$ cat src/rtl/button_counter.sv
// Three-button up/down/clear counter: each raw button is synchronized and
// debounced, and accepted presses update an 8-bit count shown on LED.
module button_counter #(
    parameter int unsigned DEBOUNCE_CYCLES = 500000
) (
    input  logic       CLK_IN,
    input  logic       RST_N,
    input  logic       BTN_UP,
    input  logic       BTN_DOWN,
    input  logic       BTN_CLR,
    output logic [7:0] LED,
    output logic       PRESS_EVT
);

    localparam int unsigned NBTN    = 3;
    localparam int unsigned IDX_UP  = 0;
    localparam int unsigned IDX_DN  = 1;
    localparam int unsigned IDX_CLR = 2;
    localparam int unsigned CNT_W   = $clog2(DEBOUNCE_CYCLES);
    localparam logic [CNT_W-1:0] CNT_MAX = CNT_W'(DEBOUNCE_CYCLES - 1);

    logic [NBTN-1:0]  btn_raw;
    logic [NBTN-1:0]  sync_q1;
    logic [NBTN-1:0]  sync_q2;
    logic [NBTN-1:0]  stable;
    logic [NBTN-1:0]  stable_d;
    logic [NBTN-1:0]  press;
    logic [NBTN-1:0]  differ_c;
    logic [CNT_W-1:0] cnt [NBTN];

    assign btn_raw  = {BTN_CLR, BTN_DOWN, BTN_UP};
    assign differ_c = sync_q2 ^ stable;

    // Two-flop synchronizers for the asynchronous buttons
    always_ff @(posedge CLK_IN or negedge RST_N) begin
        if (!RST_N) begin
            sync_q1 <= '0;
            sync_q2 <= '0;
        end else begin
            sync_q1 <= btn_raw;
            sync_q2 <= sync_q1;
        end
    end

    // Debouncers: a differing level must persist DEBOUNCE_CYCLES samples to flip
    always_ff @(posedge CLK_IN or negedge RST_N) begin
        if (!RST_N) begin
            stable <= '0;
            for (int i = 0; i < int'(NBTN); i++) begin
                cnt[i] <= '0;
            end
        end else begin
            for (int i = 0; i < int'(NBTN); i++) begin
                if (!differ_c[i]) begin
                    cnt[i] <= '0;
                end else if (cnt[i] == CNT_MAX) begin
                    stable[i] <= ~stable[i];
                    cnt[i]    <= '0;
                end else begin
                    cnt[i] <= cnt[i] + CNT_W'(1);
                end
            end
        end
    end

    // Rising edge of the debounced level is a press; release is ignored
    always_ff @(posedge CLK_IN or negedge RST_N) begin
        if (!RST_N) begin
            stable_d <= '0;
            press    <= '0;
        end else begin
            stable_d <= stable;
            press    <= stable & ~stable_d;
        end
    end

    // Count update: clear wins, simultaneous up+down cancel
    always_ff @(posedge CLK_IN or negedge RST_N) begin
        if (!RST_N) begin
            LED       <= '0;
            PRESS_EVT <= 1'b0;
        end else begin
            PRESS_EVT <= 1'b0;
            if (press[IDX_CLR]) begin
                LED       <= '0;
                PRESS_EVT <= 1'b1;
            end else if (press[IDX_UP] != press[IDX_DN]) begin
                LED       <= press[IDX_UP] ? LED + 8'd1 : LED - 8'd1;
                PRESS_EVT <= 1'b1;
            end
        end
    end

endmodule

$ cat config.mk
export PLATFORM = sky130hd
export DESIGN_NAME = button_counter
export DESIGN_NICKNAME = d
export VERILOG_FILES = /design/src/rtl/button_counter.sv
export SDC_FILE = /design/constraint.sdc
export NUM_CORES = 1
export LEC_CHECK = 0
export BUFFER_PORTS_ARGS = -buffer_cell sky130_fd_sc_hd__buf_4
export CORE_MARGIN = 8
export CORE_UTILIZATION = 62
export DETAILED_ROUTE_END_ITERATION = 16
export GPL_TIMING_DRIVEN = 0
export PLACE_DENSITY_LB_ADDON = 0.2
export SLEW_MARGIN = 40
export SYNTH_ARGS = -nofsm -noshare
export SYNTH_HDL_FRONTEND = slang
export SYNTH_SLANG_ARGS = --single-unit
$ cat constraint.sdc
create_clock -name CLK_IN -period 3.17 [get_ports CLK_IN]
set_clock_uncertainty 0.2 [all_clocks]
set_input_delay 0 -clock CLK_IN [delete_from_list [all_inputs] [get_ports CLK_IN]]
set_output_delay 0 -clock CLK_IN [all_outputs]
set_load 0.05 [all_outputs]
Word-level counts from Yosys, hierarchy flattened --
Cells that the tools add are included.
Operators by class: add/sub/neg operators 5, equality and inequality tests 4, multiplexer cells 11, bitwise logic cells 6, reduce and logical (&&, ||, !) cells 4
Operators by type and width (count):
- 2-to-1 mux 19 bit | 6
- adder 19 x 1 -> 19 bit, second input constant | 3
- == test 19 bit, second input constant | 3
- 2-to-1 mux 8 bit | 3
- adder 8 x 1 -> 8 bit, second input constant | 1
- subtractor 8 x 1 -> 8 bit, second input constant | 1
- AND reduction 2 bit | 3
- AND 3 bit | 1
- NOT 1 bit | 3
- NOT 3 bit | 1
- XOR 3 bit | 1
- 2-to-1 mux 1 bit | 2
- nonzero test 2 bit | 1
- inequality test 1 bit | 1
Storage, ports and cells: bits in registers 81, input port bits 5, output and inout port bits 9, logic and storage cells 42

Logic depth before layout (Yosys ltp) --
Gate-level depths: netlist of the first run.
depth in word-level cells 4, mapped depth 6, depth with buffers taken out 6

Least setup slack after synthesis of the first run --
Ideal clock, no wire load.
path type register -> register, from reg cnt[49] in the netlist's numbering, to reg stable[0], library setup time 125 ps, data arrival time 1911 ps, required time 2845 ps, path slack 935 ps, cell stages (with the launch flop) 5, path buffers 0, path through dfrtp_1 or4_1 or4_4 nor2_1 mux2_2
On the way: word-level cells in the longest chain between the ends 2
Ends and longest elaborated chain:
- from (decl) | line 29 | logic [CNT_W-1:0] cnt [NBTN];
- from (signal, indexed assignment) | line 60 | cnt[i] <= cnt[i] + CNT_W'(1);
- == test 19 bit | line 56 | end else if (cnt[i] == CNT_MAX) begin
- AND reduction 2 bit (no source line)
- to (signal, indexed assignment) | line 57 | stable[i] <= ~stable[i];
- to (decl) | line 25 | logic [NBTN-1:0] stable;
No other way between the ends. A chain may end at the register's enable or synchronous reset.

Worst setup path after layout of the first run --
from reg cnt[0] in the netlist's numbering, to reg cnt[18] in the netlist's numbering
On the way: word-level cells in the longest chain between the ends 3, elaborated cells on any way between the ends 4, classes of those cells add/sub: 1; eq/ne: 1; mux: 2
Ends and longest elaborated chain:
- adder 19 x 1 -> 19 bit or == test 19 bit (tied branches) | line 60, 56
- 2-to-1 mux 19 bit * | line 56
- 2-to-1 mux 19 bit * | line 54 | if (!differ_c[i]) begin
Every way passes the cells marked *; elsewhere a longest branch is shown, timed or not.

==> results.toml, run 1 <==
[finish]
n_antenna_cell = 0
nFillCells = 467
area_growth_pct = 10.8
drive_gt1_frac = 0.118
nets = 443

[cts]
numCtsBuffers = 9
htree_num_levels = 3
cts_tree = "yes"
clock-sinks = 81
postCtsSetupBuffers = 0
clockBufferDepth = 2
root_buffer = "clkbuf_8"
clock_latency_ns = 0.35
clk_pin_slew_ns = 0.08

[floorplanning]
boundaryPins = 14
die-area_um2 = 9420
initial_core_util = 0.642
core_area_um2 = 6350
fp.dieH_um = 97.1
die_x_um = 97.1
fp-row-count = 29

[sta]
fin_ws_ns = 0.766
fmaxAchievable_ghz = 0.416
rsz0062_at_grt = "no"
slew_violations = 0
period_needed_ns = 2.40
relSlewSlack = 0.522
setup_viol = 0
finalHoldViolCount = 0
tns_ns = 0
worstMarginPinSlew_ns = 0.718
hold_slack_ns = 0.0314
period_share = 0.758

[setup_path]
cp.arrival_ns = 2.48
cp_max_fo = 7
critPathKind = "reg -> reg"
critPathRequiredTime_ns = 3.25
r2r-start = "cnt[0]"
crit_path_end_kind = "flop"
critical_path.startpoint = "cnt[0]"
critPathLaunchType = "flop"
r2r_cells = 5

[yosys]
syn_avg_cell_area_um2 = 10.2
synth_compound_area_frac = 0.0866
ys_types = 46
yosys_warnings = 0
syn_area_um2 = 4070
synthXorXnorAreaFrac = 0.0967
seq_area_frac_synth = 0.498
synthTopCellsByCount = "dfrtp_1, nor2_1, xnor2_1"
synthCells = 400
async_flop_share = 1.00
syn_nets = 415
synth_fa_ha_area_frac = 0.0326
synth.most_common_cell = "dfrtp_1"
ys_ff_latch = 81
synthFlopType = "dfrtp_1"
yosysTopAreaCell = "dfrtp_1"
synth_top_family_by_area = "simple AND/OR/NAND/NOR gates"
yosysTopAreaCellShare = 0.498
synthTopCellsByArea = "dfrtp_1, xnor2_1, nor2_1"
synth_edf_count = 0
synth.mux.area_fraction = 0.00829
synth_simple_gate_area_frac = 0.253

[route]
firstDrtPassIters = 6
via_per_inst = 5.95
drc = 0
vias = 3035
wirelength_mm = 7.63
postRouteAntennaNets = 0
dr.first_iter.drc_count = 152
wire_per_inst_um = 15.0

[power_and_ir_drop]
powerDensity_nw_per_um2 = 418
clkPwrFrac = 0.406
total_power_mw = 1.89
intPower_mw = 1.44
switching_share = 0.237
p_comb_frac = 0.034
power.net_switching_mw = 0.448
p_leak_nw = 1.89
p_seq_frac = 0.560
ir_worst_vdd_mv = 0.494

[flow_run]
maxCapViolCount = 0

[outcome]
run_status = "finished clean"

[global_routing]
antenna_found_initial = 0
grt_max_degree = 82
grt_util_all_layers = 0.168
grt_pass1_vias = 3119
grt_overflow_total = 0
grt_pass1_wl_mm = 13.4

[place]
dp_hpwl_mm = 5.11
place_ws_ns = 0.766
place_congestion = 0.892
portBuffers = 13

[hold_path]
min_path_type = "in -> async"
-- critical path: stages, from the launching register on --
cell and delay, ns:
dfrtp_1 0.39, ha_1 0.24, nand4_1 0.36, nor4_1 0.52
or3b_2 0.48, a21oi_1 0.15
-- stage by stage --
stage / instances / utilization / area (um2)
finish: 510 / 0.711 / 4510
global route: 510 / 0.711 / 4510
CTS: 510 / 0.711 / 4510
detailed placement: 490 / 0.673 / 4270
global placement: 490 / 0.672 / 4270
floorplan: 400 / - / 4070
-- cell usage in the layout, fill, tap and decap left out, types with 2 or more instances in the layout --
cell            n
clkbuf_8        9
o211ai_1        2
clkbuf_1        5
o41ai_1         3
a31oi_1         2
and2_1          4
a211oi_1        3
dlygate4sd3_1   4
buf_6           4
nor4_1         13
nand2_1        23
nand4_1        11
and4_1          5
ha_1            9
inv_6           3
xor2_1         15
a21oi_1        14
o21a_1          5
xnor2_1        30
nand3_1        25
or2_2           5
or4_4           3
nor3_1          8
or3_1          12
or4bb_1         2
nand2b_1        2
buf_4          12
o31ai_1         4
and3_1          3
nor2_1         54
a21o_1          2
mux2_2          3
o21ai_0         6
inv_1          13
or3b_2          3
dfrtp_1        81
or4_1           8
o21ai_4         3
nor2b_1         5
-- flip-flops by register name, indices dropped and copies added, names as in the netlist --
signal,flops
stable,3
cnt,57
sync_q1,3
PRESS_EVT,1
stable_d,3
sync_q2,3
press,3
LED,8
-- routing by layer --
metal | wire length [um] | vias to the layer above | global-route usage
met4 | 79 | 0 | 0.0544
met2 | 3700 | 63 | 0.279
met3 | 323 | 8 | 0.0519
met1 | 3520 | 1479 | 0.201
li1 | - | 1485 | -
met5 | 0 | - | 0
-- cell type report --
class / count / area, um2 / area share
Sequential cell: 81 / 2030 / 0.449
Timing Repair Buffer: 17 / 141 / 0.0313
Tap cell: 77 / 96.3 / 0.0213
Multi-Input combinational cell: 298 / 1950 / 0.431
Clock buffer: 9 / 124 / 0.0274
Clock inverter: 7 / 77.6 / 0.0172
Buffer: 8 / 52.6 / 0.0116
Inverter: 13 / 48.8 / 0.0108
-- path summary, 6_finish.rpt --
kind                         endpoint  slack [ns]
min                           cnt[18]        0.03
min reg2reg                sync_q2[1]        0.16
min in group CLK_IN        sync_q1[1]        0.08
max in group asynchronous      cnt[9]        2.22
max reg2reg                   cnt[18]        0.77
max                           cnt[18]        0.77
-- power groups by stage --
stage          Clock (mW)  Sequential [mW]  Combinational (mW)
3_3_place_gp            0             1.08              0.0613
4_1_cts             0.786             1.06              0.0672
6_report            0.765             1.06              0.0650
3_5_place_dp            0             1.08              0.0630
5_1_grt             0.818             1.06              0.0764
2_1_floorplan           0             1.08              0.0318
-- timing repair --
item,in CTS,in global routing
hold endpoints to repair,84,0
resized for setup,0,0
hold buffers,4,0
-- cells by family (layout without fill, tap and decap cells) --
logic type	Yosys count	in the layout
xor+xnor	45	45
compound gates	49	49
simple gates	191	191
buf+inv	21	54
mux	3	3
fa+ha+maj	10	10
flops	81	81
Note: power is estimated with default switching activity, not from simulation.
==> run 2: changes to the inputs <==
CORE_UTILIZATION = 56   (was 62)
clock period = 2.1 ns   (was 3.17 ns; I/O delays follow)
==> run 2 against run 1 <==
The run now ends with setup timing left. Core utilization is 0.21 points lower. Clock power increased by 46%. Global-route usage up 1.2 points. Cell area grew 12%. Largest cell class is now multi-input gates. Largest power group unchanged.
==> results.toml, run 2 (synthesis results as in run 1) <==
[setup_path]
cp_max_fo = 5
critPathMaxStageDelay_ns = 0.58
critPathRequiredTime_ns = 2.14
crit_chain = "or4_1 -> or4_4 -> o21ai_4 -> buf_6 -> nor2_2"
crit_slowest_cell = "or4_4"
critPathKind = "reg -> reg"
critPathLaunchType = "flop"
cp.arrival_ns = 2.29
crit_path_end_kind = "flop"

[global_routing]
grt_overflow_total = 0
grt_max_degree = 82
grt_util_all_layers = 0.179
antenna_found_initial = 0
grt_pass1_vias = 3197
grt_pass1_wl_mm = 14.8

[finish]
area_growth_pct = 24.1
largest_register = "cnt"
nets = 478
largest_reg_flops = 57
n_antenna_cell = 0
final_cell_mix = "dfrtp_1, buf_4, nor2_2"
top_regs = "cnt x57, LED x8"
drive_gt1_frac = 0.306
final_common_cell = "dfrtp_1"

[route]
wirelength_mm = 8.65
wire_per_inst_um = 15.3
dr.first_iter.drc_count = 73
firstDrtPassIters = 4
vias = 3177
postRouteAntennaNets = 0
drc = 0
via_per_inst = 5.60

[sta]
period_needed_ns = 2.25
slew_violations = 0
fin_ws_ns = -0.145
finalHoldViolCount = 0
hold_slack_ns = 0.0985
rsz0062_at_grt = "yes"
tns_ns = -6.80
fmaxAchievable_ghz = 0.445
setup_viol = 56
relSlewSlack = 0.691
period_share = 1.07
worstMarginPinSlew_ns = 0.463

[power_and_ir_drop]
clkPwrFrac = 0.392
p_leak_nw = 2.06
p_comb_frac = 0.051
powerDensity_nw_per_um2 = 567
switching_share = 0.238
ir_worst_vdd_mv = 0.463
power.net_switching_mw = 0.683
intPower_mw = 2.18
p_seq_frac = 0.557

[floorplanning]
boundaryPins = 14
core_area_um2 = 7140
die-area_um2 = 10300
die_x_um = 101
fp-row-count = 31
fp.dieH_um = 101
initial_core_util = 0.571

[place]
portBuffers = 13
dp_hpwl_mm = 5.05
place_congestion = 0.885

[cts]
clockBufferDepth = 2
htree_num_levels = 3
clock-sinks = 81
root_buffer = "clkbuf_8"
cts_tree = "yes"
clock_latency_ns = 0.35
numCtsBuffers = 9
clk_pin_slew_ns = 0.08

[outcome]
run_status = "finished with violations"
violations = "setup timing"

[flow_run]
maxCapViolCount = 0

[hold_path]
min_path_type = "in -> reg"
==> run 2: cell types whose count changed in the layout (fill, tap and decap cells not counted), moves of 9 or more <==
cell / delta
buf_6: +9
nor2_2: +35
a21oi_1: -12
nor2_1: -39
buf_4: +24
a21oi_2: +12
==> run 2: cell type report <==
class,instances,area (um2)
multi-input cells,298,2140
fillers,542,2080
flip-flops and latches,81,2030
repair buffers,52,460
clock buffers,9,124
well taps,99,124
clock inverters,7,71.3
plain buffers,8,52.6
inverters,13,48.8
==> run 2: layer usage <==
layer,share of wire,track usage
met1,0.44,0.223
met2,0.52,0.298
met3,0.028,0.0337
met4,0.011,0.0767
met5,0,0
==> run 2: critical path, delay by kind of cell (launching register included) <==
family	cells	cell delay [ns]
simple gates	3	1.12
flops	1	0.40
compound gates	1	0.25
buf+inv	1	0.18
==> run 2: path summary, 6_finish.rpt <==
kind	cells after the start	to	slack, ns	startpoint
max reg2reg	5	cnt[0]	-0.15	cnt[10]
max in group asynchronous	4	cnt[11]	0.73	RST_N
min	2	sync_q1[2]	0.1	BTN_CLR
min reg2reg	0	sync_q2[1]	0.16	sync_q1[1]
max	5	cnt[0]	-0.15	cnt[10]
min in group asynchronous	3	PRESS_EVT	0.40	RST_N
==> run 2: metrics by stage <==
| step | instance area, um2 | setup WS, ns | total power [mW] | utilization | std cells |
|---|---|---|---|---|---|
| floorplan | 4090 | -0.0884 | 1.67 | - | 400 |
| detailed placement | 4310 | -0.321 | 1.72 | 0.604 | 512 |
| CTS | 4850 | -0.153 | 2.87 | 0.679 | 558 |
| global route | 5060 | -0.201 | 2.99 | 0.709 | 567 |
| global placement | 4310 | -0.298 | 1.72 | 0.604 | 512 |
| finish | 5060 | -0.145 | 2.87 | 0.709 | 567 |
==> run 2: power groups by stage <==
| stage | clock network [mW] | logic (mW) | registers (mW) |
|---|---|---|---|
| 3_5_place_dp | 0 | 0.0968 | 1.63 |
| 4_1_cts | 1.15 | 0.128 | 1.60 |
| 6_report | 1.12 | 0.145 | 1.60 |
| 2_1_floorplan | 0 | 0.0482 | 1.62 |
| 5_1_grt | 1.22 | 0.161 | 1.60 |
| 3_3_place_gp | 0 | 0.0943 | 1.63 |
==> run 2: what timing repair did <==
item | CTS | global route
pin swaps | 20 | 12
gates resized for setup | 37 | 37
setup buffers | 23 | 7
endpoints found under the setup margin | 58 | 58
hold buffers | 4 | 1
endpoints found under the hold margin | 84 | 20
gates cloned | 3 | 0
